<file path="config.mk">
export PLATFORM = sky130hd
export DESIGN_NAME = multicycle_alu
export DESIGN_NICKNAME = d
export VERILOG_FILES = /design/src/rtl/multicycle_alu.sv
export SDC_FILE = /design/constraint.sdc
export NUM_CORES = 2
export LEC_CHECK = 0
export BUFFER_PORTS_ARGS = -buffer_cell sky130_fd_sc_hd__clkbuf_2
export CORE_MARGIN = 2
export CORE_UTILIZATION = 59
export DETAILED_ROUTE_END_ITERATION = 8
export PLACE_DENSITY = 0.8
export SETUP_SLACK_MARGIN = 0.4
export SYNTH_ARGS = -nofsm -noshare
export SYNTH_HDL_FRONTEND = slang
export SYNTH_SLANG_ARGS = --single-unit
</file>
<file path="constraint.sdc">
create_clock -name clk -period 6.8 [get_ports clk]
set_clock_uncertainty 0.1 [all_clocks]
set_input_delay 1.7 -clock clk [delete_from_list [all_inputs] [get_ports clk]]
set_output_delay 1.7 -clock clk [all_outputs]
set_load 0.02 [all_outputs]
</file>
<file path="src/rtl/multicycle_alu.sv">
// multicycle_alu: execute-stage ALU, one-cycle logic/shift/add ops and
// iterative XLEN-cycle multiply, divide and remainder behind valid/ready.
module multicycle_alu #(
  parameter int XLEN = 32
) (
  input  logic            clk,
  input  logic            reset,
  input  logic            in_valid,
  output logic            in_ready,
  input  logic [4:0]      alu_op,
  input  logic [1:0]      btype,
  input  logic [XLEN-1:0] alu_in_1,
  input  logic [XLEN-1:0] alu_in_2,
  output logic            out_valid,
  output logic [XLEN-1:0] alu_result,
  output logic            alu_bcond
);

  localparam int SHW = $clog2(XLEN);

  typedef enum logic [1:0] {
    S_IDLE,
    S_CALC,
    S_DONE
  } state_t;

  state_t          state_q;
  logic            in_ready_q;
  logic            out_valid_q;
  logic [XLEN-1:0] result_q;
  logic            bcond_q;
  logic [SHW-1:0]  cnt_q;
  logic [4:0]      op_q;
  logic [XLEN-1:0] hi_q;
  logic [XLEN-1:0] lo_q;
  logic [XLEN-1:0] mag_q;
  logic [XLEN-1:0] a_q;
  logic            neg_q;
  logic            rneg_q;
  logic            div0_q;

  assign in_ready   = in_ready_q;
  assign out_valid  = out_valid_q;
  assign alu_result = result_q;
  assign alu_bcond  = bcond_q;

  logic [SHW-1:0]  sh;
  logic [XLEN-1:0] sc_res;
  logic            sc_bcond;
  logic            iter_op;
  logic            sgn_op;
  logic            sa;
  logic            sb;
  logic [XLEN-1:0] mag_a;
  logic [XLEN-1:0] mag_b;

  // single-cycle result, branch compare and iterative operand setup
  always_comb begin
    sh       = alu_in_2[SHW-1:0];
    sc_res   = '0;
    sc_bcond = 1'b0;
    unique case (alu_op)
      5'd0:  sc_res = alu_in_1 + alu_in_2;
      5'd1:  sc_res = alu_in_1 - alu_in_2;
      5'd2:  sc_res = alu_in_1;
      5'd3:  sc_res = ~alu_in_1;
      5'd4:  sc_res = alu_in_1 & alu_in_2;
      5'd5:  sc_res = alu_in_1 | alu_in_2;
      5'd6:  sc_res = ~(alu_in_1 & alu_in_2);
      5'd7:  sc_res = ~(alu_in_1 | alu_in_2);
      5'd8:  sc_res = alu_in_1 ^ alu_in_2;
      5'd9:  sc_res = ~(alu_in_1 ^ alu_in_2);
      5'd10: sc_res = alu_in_1 << sh;
      5'd11: sc_res = alu_in_1 >> sh;
      5'd12: sc_res = alu_in_1 << sh;
      5'd13: sc_res = $signed(alu_in_1) >>> sh;
      5'd14: sc_res = -alu_in_1;
      default: sc_res = '0;
    endcase
    if (alu_op == 5'd1) begin
      unique case (btype)
        2'b00: sc_bcond = (alu_in_1 == alu_in_2);
        2'b01: sc_bcond = (alu_in_1 != alu_in_2);
        2'b10: sc_bcond = ($signed(alu_in_1) < $signed(alu_in_2));
        default: sc_bcond = !($signed(alu_in_1) < $signed(alu_in_2));
      endcase
    end
    iter_op = (alu_op >= 5'd16) && (alu_op <= 5'd21);
    sgn_op  = (alu_op != 5'd19) && (alu_op != 5'd21);
    sa      = sgn_op & alu_in_1[XLEN-1];
    sb      = sgn_op & alu_in_2[XLEN-1];
    mag_a   = sa ? -alu_in_1 : alu_in_1;
    mag_b   = sb ? -alu_in_2 : alu_in_2;
  end

  logic            is_mul;
  logic [XLEN:0]   sum;
  logic [XLEN:0]   rem_try;
  logic [XLEN-1:0] diff;
  logic            ge;
  logic [XLEN-1:0] it_hi;
  logic [XLEN-1:0] it_lo;
  logic [2*XLEN-1:0] prod;
  logic [XLEN-1:0] quo;
  logic [XLEN-1:0] rem;
  logic [XLEN-1:0] fin_res;

  // one shift-add or restoring-divide step, plus final sign fix-up
  always_comb begin
    is_mul  = (op_q == 5'd16) || (op_q == 5'd17);
    sum     = {1'b0, hi_q} + (lo_q[0] ? {1'b0, mag_q} : '0);
    rem_try = {hi_q, lo_q[XLEN-1]};
    ge      = rem_try >= {1'b0, mag_q};
    diff    = rem_try[XLEN-1:0] - mag_q;
    if (is_mul) begin
      it_hi = sum[XLEN:1];
      it_lo = {sum[0], lo_q[XLEN-1:1]};
    end else begin
      it_hi = ge ? diff : rem_try[XLEN-1:0];
      it_lo = {lo_q[XLEN-2:0], ge};
    end
    prod = {it_hi, it_lo};
    if (neg_q) prod = -prod;
    quo = neg_q ? -it_lo : it_lo;
    rem = rneg_q ? -it_hi : it_hi;
    if (div0_q) begin
      quo = '1;
      rem = a_q;
    end
    unique case (op_q)
      5'd16: fin_res = prod[XLEN-1:0];
      5'd17: fin_res = prod[2*XLEN-1:XLEN];
      5'd18, 5'd19: fin_res = quo;
      default: fin_res = rem;
    endcase
  end

  // control FSM with registered handshake and result outputs
  always_ff @(posedge clk) begin
    if (reset) begin
      state_q     <= S_IDLE;
      in_ready_q  <= 1'b1;
      out_valid_q <= 1'b0;
      result_q    <= '0;
      bcond_q     <= 1'b0;
      cnt_q       <= '0;
      op_q        <= '0;
      hi_q        <= '0;
      lo_q        <= '0;
      mag_q       <= '0;
      a_q         <= '0;
      neg_q       <= 1'b0;
      rneg_q      <= 1'b0;
      div0_q      <= 1'b0;
    end else begin
      unique case (state_q)
        S_IDLE: begin
          out_valid_q <= 1'b0;
          if (in_valid) begin
            if (iter_op) begin
              state_q    <= S_CALC;
              in_ready_q <= 1'b0;
              op_q       <= alu_op;
              cnt_q      <= '0;
              hi_q       <= '0;
              a_q        <= alu_in_1;
              neg_q      <= sa ^ sb;
              rneg_q     <= sa;
              div0_q     <= (alu_op >= 5'd18) && (alu_in_2 == '0);
              if (alu_op <= 5'd17) begin
                lo_q  <= mag_b;
                mag_q <= mag_a;
              end else begin
                lo_q  <= mag_a;
                mag_q <= mag_b;
              end
            end else begin
              result_q    <= sc_res;
              bcond_q     <= sc_bcond;
              out_valid_q <= 1'b1;
            end
          end
        end
        S_CALC: begin
          hi_q  <= it_hi;
          lo_q  <= it_lo;
          cnt_q <= cnt_q + 1'b1;
          if (cnt_q == SHW'(XLEN - 1)) begin
            state_q     <= S_DONE;
            result_q    <= fin_res;
            bcond_q     <= 1'b0;
            out_valid_q <= 1'b1;
          end
        end
        S_DONE: begin
          state_q     <= S_IDLE;
          out_valid_q <= 1'b0;
          in_ready_q  <= 1'b1;
          cnt_q       <= '0;
        end
        default: state_q <= S_IDLE;
      endcase
    end
  end

endmodule

</file>
==> impl_metrics.toml <==
[status]
outcome = "completed"

[floorplan]
die_width_um = 219
ioPinCount = 109
die_y_um = 219
coreArea_mm2 = 0.0456
floorplan.die_area_mm2 = 0.0481
floorplan.rows = 78
floorplan.initialDensity = 0.600

[yosys]
synth_most_common_cell = "sky130_fd_sc_hd__nand2_1"
post_synth_instance_area_mm2 = 0.0273
synth_cells = 4187
yosys.area.top_type_share = 0.130
synth-seq-cells = 178
ys_async_sr_fraction = 0
synth_largest_area_cell = "sky130_fd_sc_hd__dfxtp_1"
register_area_share_after_synthesis = 0.130
ys_warns = 0
synth.top_cells.by_area = "sky130_fd_sc_hd__dfxtp_1 (13%), sky130_fd_sc_hd__a21oi_1 (8.8%), sky130_fd_sc_hd__nand2_1 (8.0%), sky130_fd_sc_hd__ha_1 (7.9%), sky130_fd_sc_hd__nor2_1 (6.4%)"
syn_nets = 4437
syn_avg_cell_area_um2 = 6.53
synth_common_cells = "sky130_fd_sc_hd__nand2_1 (581), sky130_fd_sc_hd__a21oi_1 (479), sky130_fd_sc_hd__nor2_1 (464)"
synth_flop_cell = "sky130_fd_sc_hd__dfxtp_1"
synth.distinct_cells = 109
synth-edff-count = 0

[critical_path]
worst-path-buf-inv = 3
setup.worst_path.end_class = "register"
crit_path_largest_cell_delay_ps = 580
critical-path-slowest-cell = "sky130_fd_sc_hd__or4_4"
cp_cell_sequence = "inv_1 > ha_1 > a21o_1 > a211o_1 > a21oi_1 > and3_1 > nand2_1 > nor2_1 > a21oi_1 > o21ai_0 > buf_4 > ha_1 > inv_1 > nor4_1 > a211oi_1 > a2111o_1 > nand4bb_2 > or4_4 > or3_1 > o311a_1 > a22o_1 > a211oi_2"
register_to_register_path_setup_slack_ps = 460
worst-setup-path-type = "reg -> reg"
cp.required_ps = 7090
critical_path_maximum_fanout = 6
cp_data_arrival_time_ps = 6630
critical_path.top_delay_family = "compound AO/OA/AOI/OAI gates"
kind_of_launch_point_of_the_worst_setup_path = "register"

[clock_network]
clkSinkCount = 178
tritoncts = "built"
clock_latency_ps = 470
post_cts_hold_buffer_count = 0
clkTransAtPathRegs_ps = 70
cts_root_buffer = "sky130_fd_sc_hd__clkbuf_16"
max-clock-path-buffers = 2
cts_buffers = 17
htree_levels = 4

[global_route]
grt_max_degree = 99
overall_global_routing_usage = 0.485
first_global_vias = 30331
gr-total-overflow = 0
number_of_antenna_violations_at_the_first_check_in_global_routing = 3
grt_first_pass_wirelength_mm = 180

[layout]
layout-drive-gt1-share = 0.0833
design_area_mm2 = 0.0287
flow.area_growth_from_synthesis_pct = 5.06
nNetsFinal = 4321
n_fill_cell = 4405

[sta]
slew_headroom = 0.198
report.final.hold_viol_count = 0
worst_slew_pin_slew_ps = 1190
achievable-frequency_mhz = 158
timing.setup.tns_ps = 0
finalSetupViolations = 0
layout_min_cycle_time_ps = 6340
rsz0062_at_grt = "yes"
slew_violations = 0
post-route-period-util = 0.933

[place]
postPlaceCellArea_mm2 = 0.0281
place.detailed.hpwl_mm = 88.3
port_buffers = 108
gpl.final_weighted_congestion = 1.18

[routing]
vias = 33380
ant_nets = 0
wl_per_cell_um = 25.5
firstDrtPassIters = 8
first_iter_violations = 4740
drt-vias-per-instance = 7.12
totalWireLength_mm = 120
drc_errors = 0

[power]
worst_ir_drop_vdd_mv = 0.184
leakagePower_nw = 11.2
power-per-cell-area_mw_per_mm2 = 218

[job]
cap_violations = 0

[hold_path]
timing.hold.worst.class = "reg -> reg"
flip-flops by register name, indices dropped and copies added, names as in the netlist:
signal	flops
hi_q	32
out_valid	1
lo_q	32
in_ready	1
neg_q	1
alu_result	32
a_q	32
cnt_q	5
state_q	2
rneg_q	1
div0_q	1
alu_bcond	1
op_q	5
mag_q	32
layout make-up:
cell class	count	area, um2	area share
Inverter	166	623	0.0217
Multi-Input combinational cell	3508	21900	0.764
Timing Repair Buffer	200	1260	0.0440
Clock inverter	7	75.1	0.00261
Tap cell	600	751	0.0261
Clock buffer	24	492	0.0171
Sequential cell	178	3570	0.124
Antenna cell	2	5.00	0.000174
stage by stage:
stage,instances,hold WS [ps],worst slack (ps),util,total power [mW]
final,4685,355,456,0.630,6.25
after global routing,4684,375,334,0.630,6.54
after floorplan,4187,331,515,-,3.90
after detailed placement,4652,345,352,0.617,5.03
after CTS,4683,354,487,0.629,6.03
after global placement,4652,338,529,0.617,5.01
repair_timing:
item / 4_1_cts / 5_1_grt
endpoints found under the hold margin: 0 / 0
setup buffers: 0 / 0
gates resized for setup: 0 / 8
setup endpoints to repair: 0 / 9
path summary, 6_finish.rpt:
path / start / end / cells past startpoint
setup / recovery: mag_q[30] / alu_result[26] / 22
hold / removal: a_q[11] / a_q[11] / 2
setup reg to reg: mag_q[30] / alu_result[26] / 22
hold reg to reg: a_q[11] / a_q[11] / 2
layer usage:
metal | vias up | track usage | routed length (um)
met5 | - | 0 | 13
met4 | 2 | 0.356 | 10700
met3 | 668 | 0.148 | 17500
met2 | 2594 | 0.719 | 49000
met1 | 15168 | 0.590 | 42300
li1 | 14948 | - | -
worst register-to-register path: cells and delay by family (launching register included):
family	cells	cell delay [ps]
simple gates	7	2410
fa+ha+maj	2	530
flops	1	360
buf+inv	3	320
compound gates	10	2550
power breakdown:
| part | switching (mW) | internal [mW] | leakage, nW |
|---|---|---|---|
| logic | 2.72 | 1.33 | 9.46 |
| clock network | 0.455 | 0.543 | 0.269 |
| registers | 0.0863 | 1.12 | 1.45 |
placed cells by master, fill, tap and decap left out, types with 37 or more instances in the layout:
master                     count
sky130_fd_sc_hd__xor2_1       41
sky130_fd_sc_hd__a22oi_1      54
sky130_fd_sc_hd__buf_4        90
sky130_fd_sc_hd__a21oi_1     475
sky130_fd_sc_hd__ha_1        171
sky130_fd_sc_hd__o211ai_1     92
sky130_fd_sc_hd__nor2_1      459
sky130_fd_sc_hd__nand2b_1     39
sky130_fd_sc_hd__a31oi_1      49
sky130_fd_sc_hd__mux2i_1      91
sky130_fd_sc_hd__nor3_1       99
sky130_fd_sc_hd__inv_1       162
sky130_fd_sc_hd__and2_1       45
sky130_fd_sc_hd__clkbuf_2    106
sky130_fd_sc_hd__xnor2_1     160
sky130_fd_sc_hd__dfxtp_1     176
sky130_fd_sc_hd__nand2_1     581
sky130_fd_sc_hd__a21o_1       37
sky130_fd_sc_hd__nand3_1      97
sky130_fd_sc_hd__nand4_1      43
sky130_fd_sc_hd__o21ai_0     340
sky130_fd_sc_hd__a211oi_1     78
logic make-up after synthesis:
kind of cell	share of synthesized area
AO/OA/AOI/OAI	0.342
adder cells (fa/ha/maj)	0.0817
XOR/XNOR	0.0644
flip-flops	0.130
multiplexers	0.0584
AND/OR/NAND/NOR	0.252
buffers and inverters	0.0707
(Power assumes the default switching activity.)
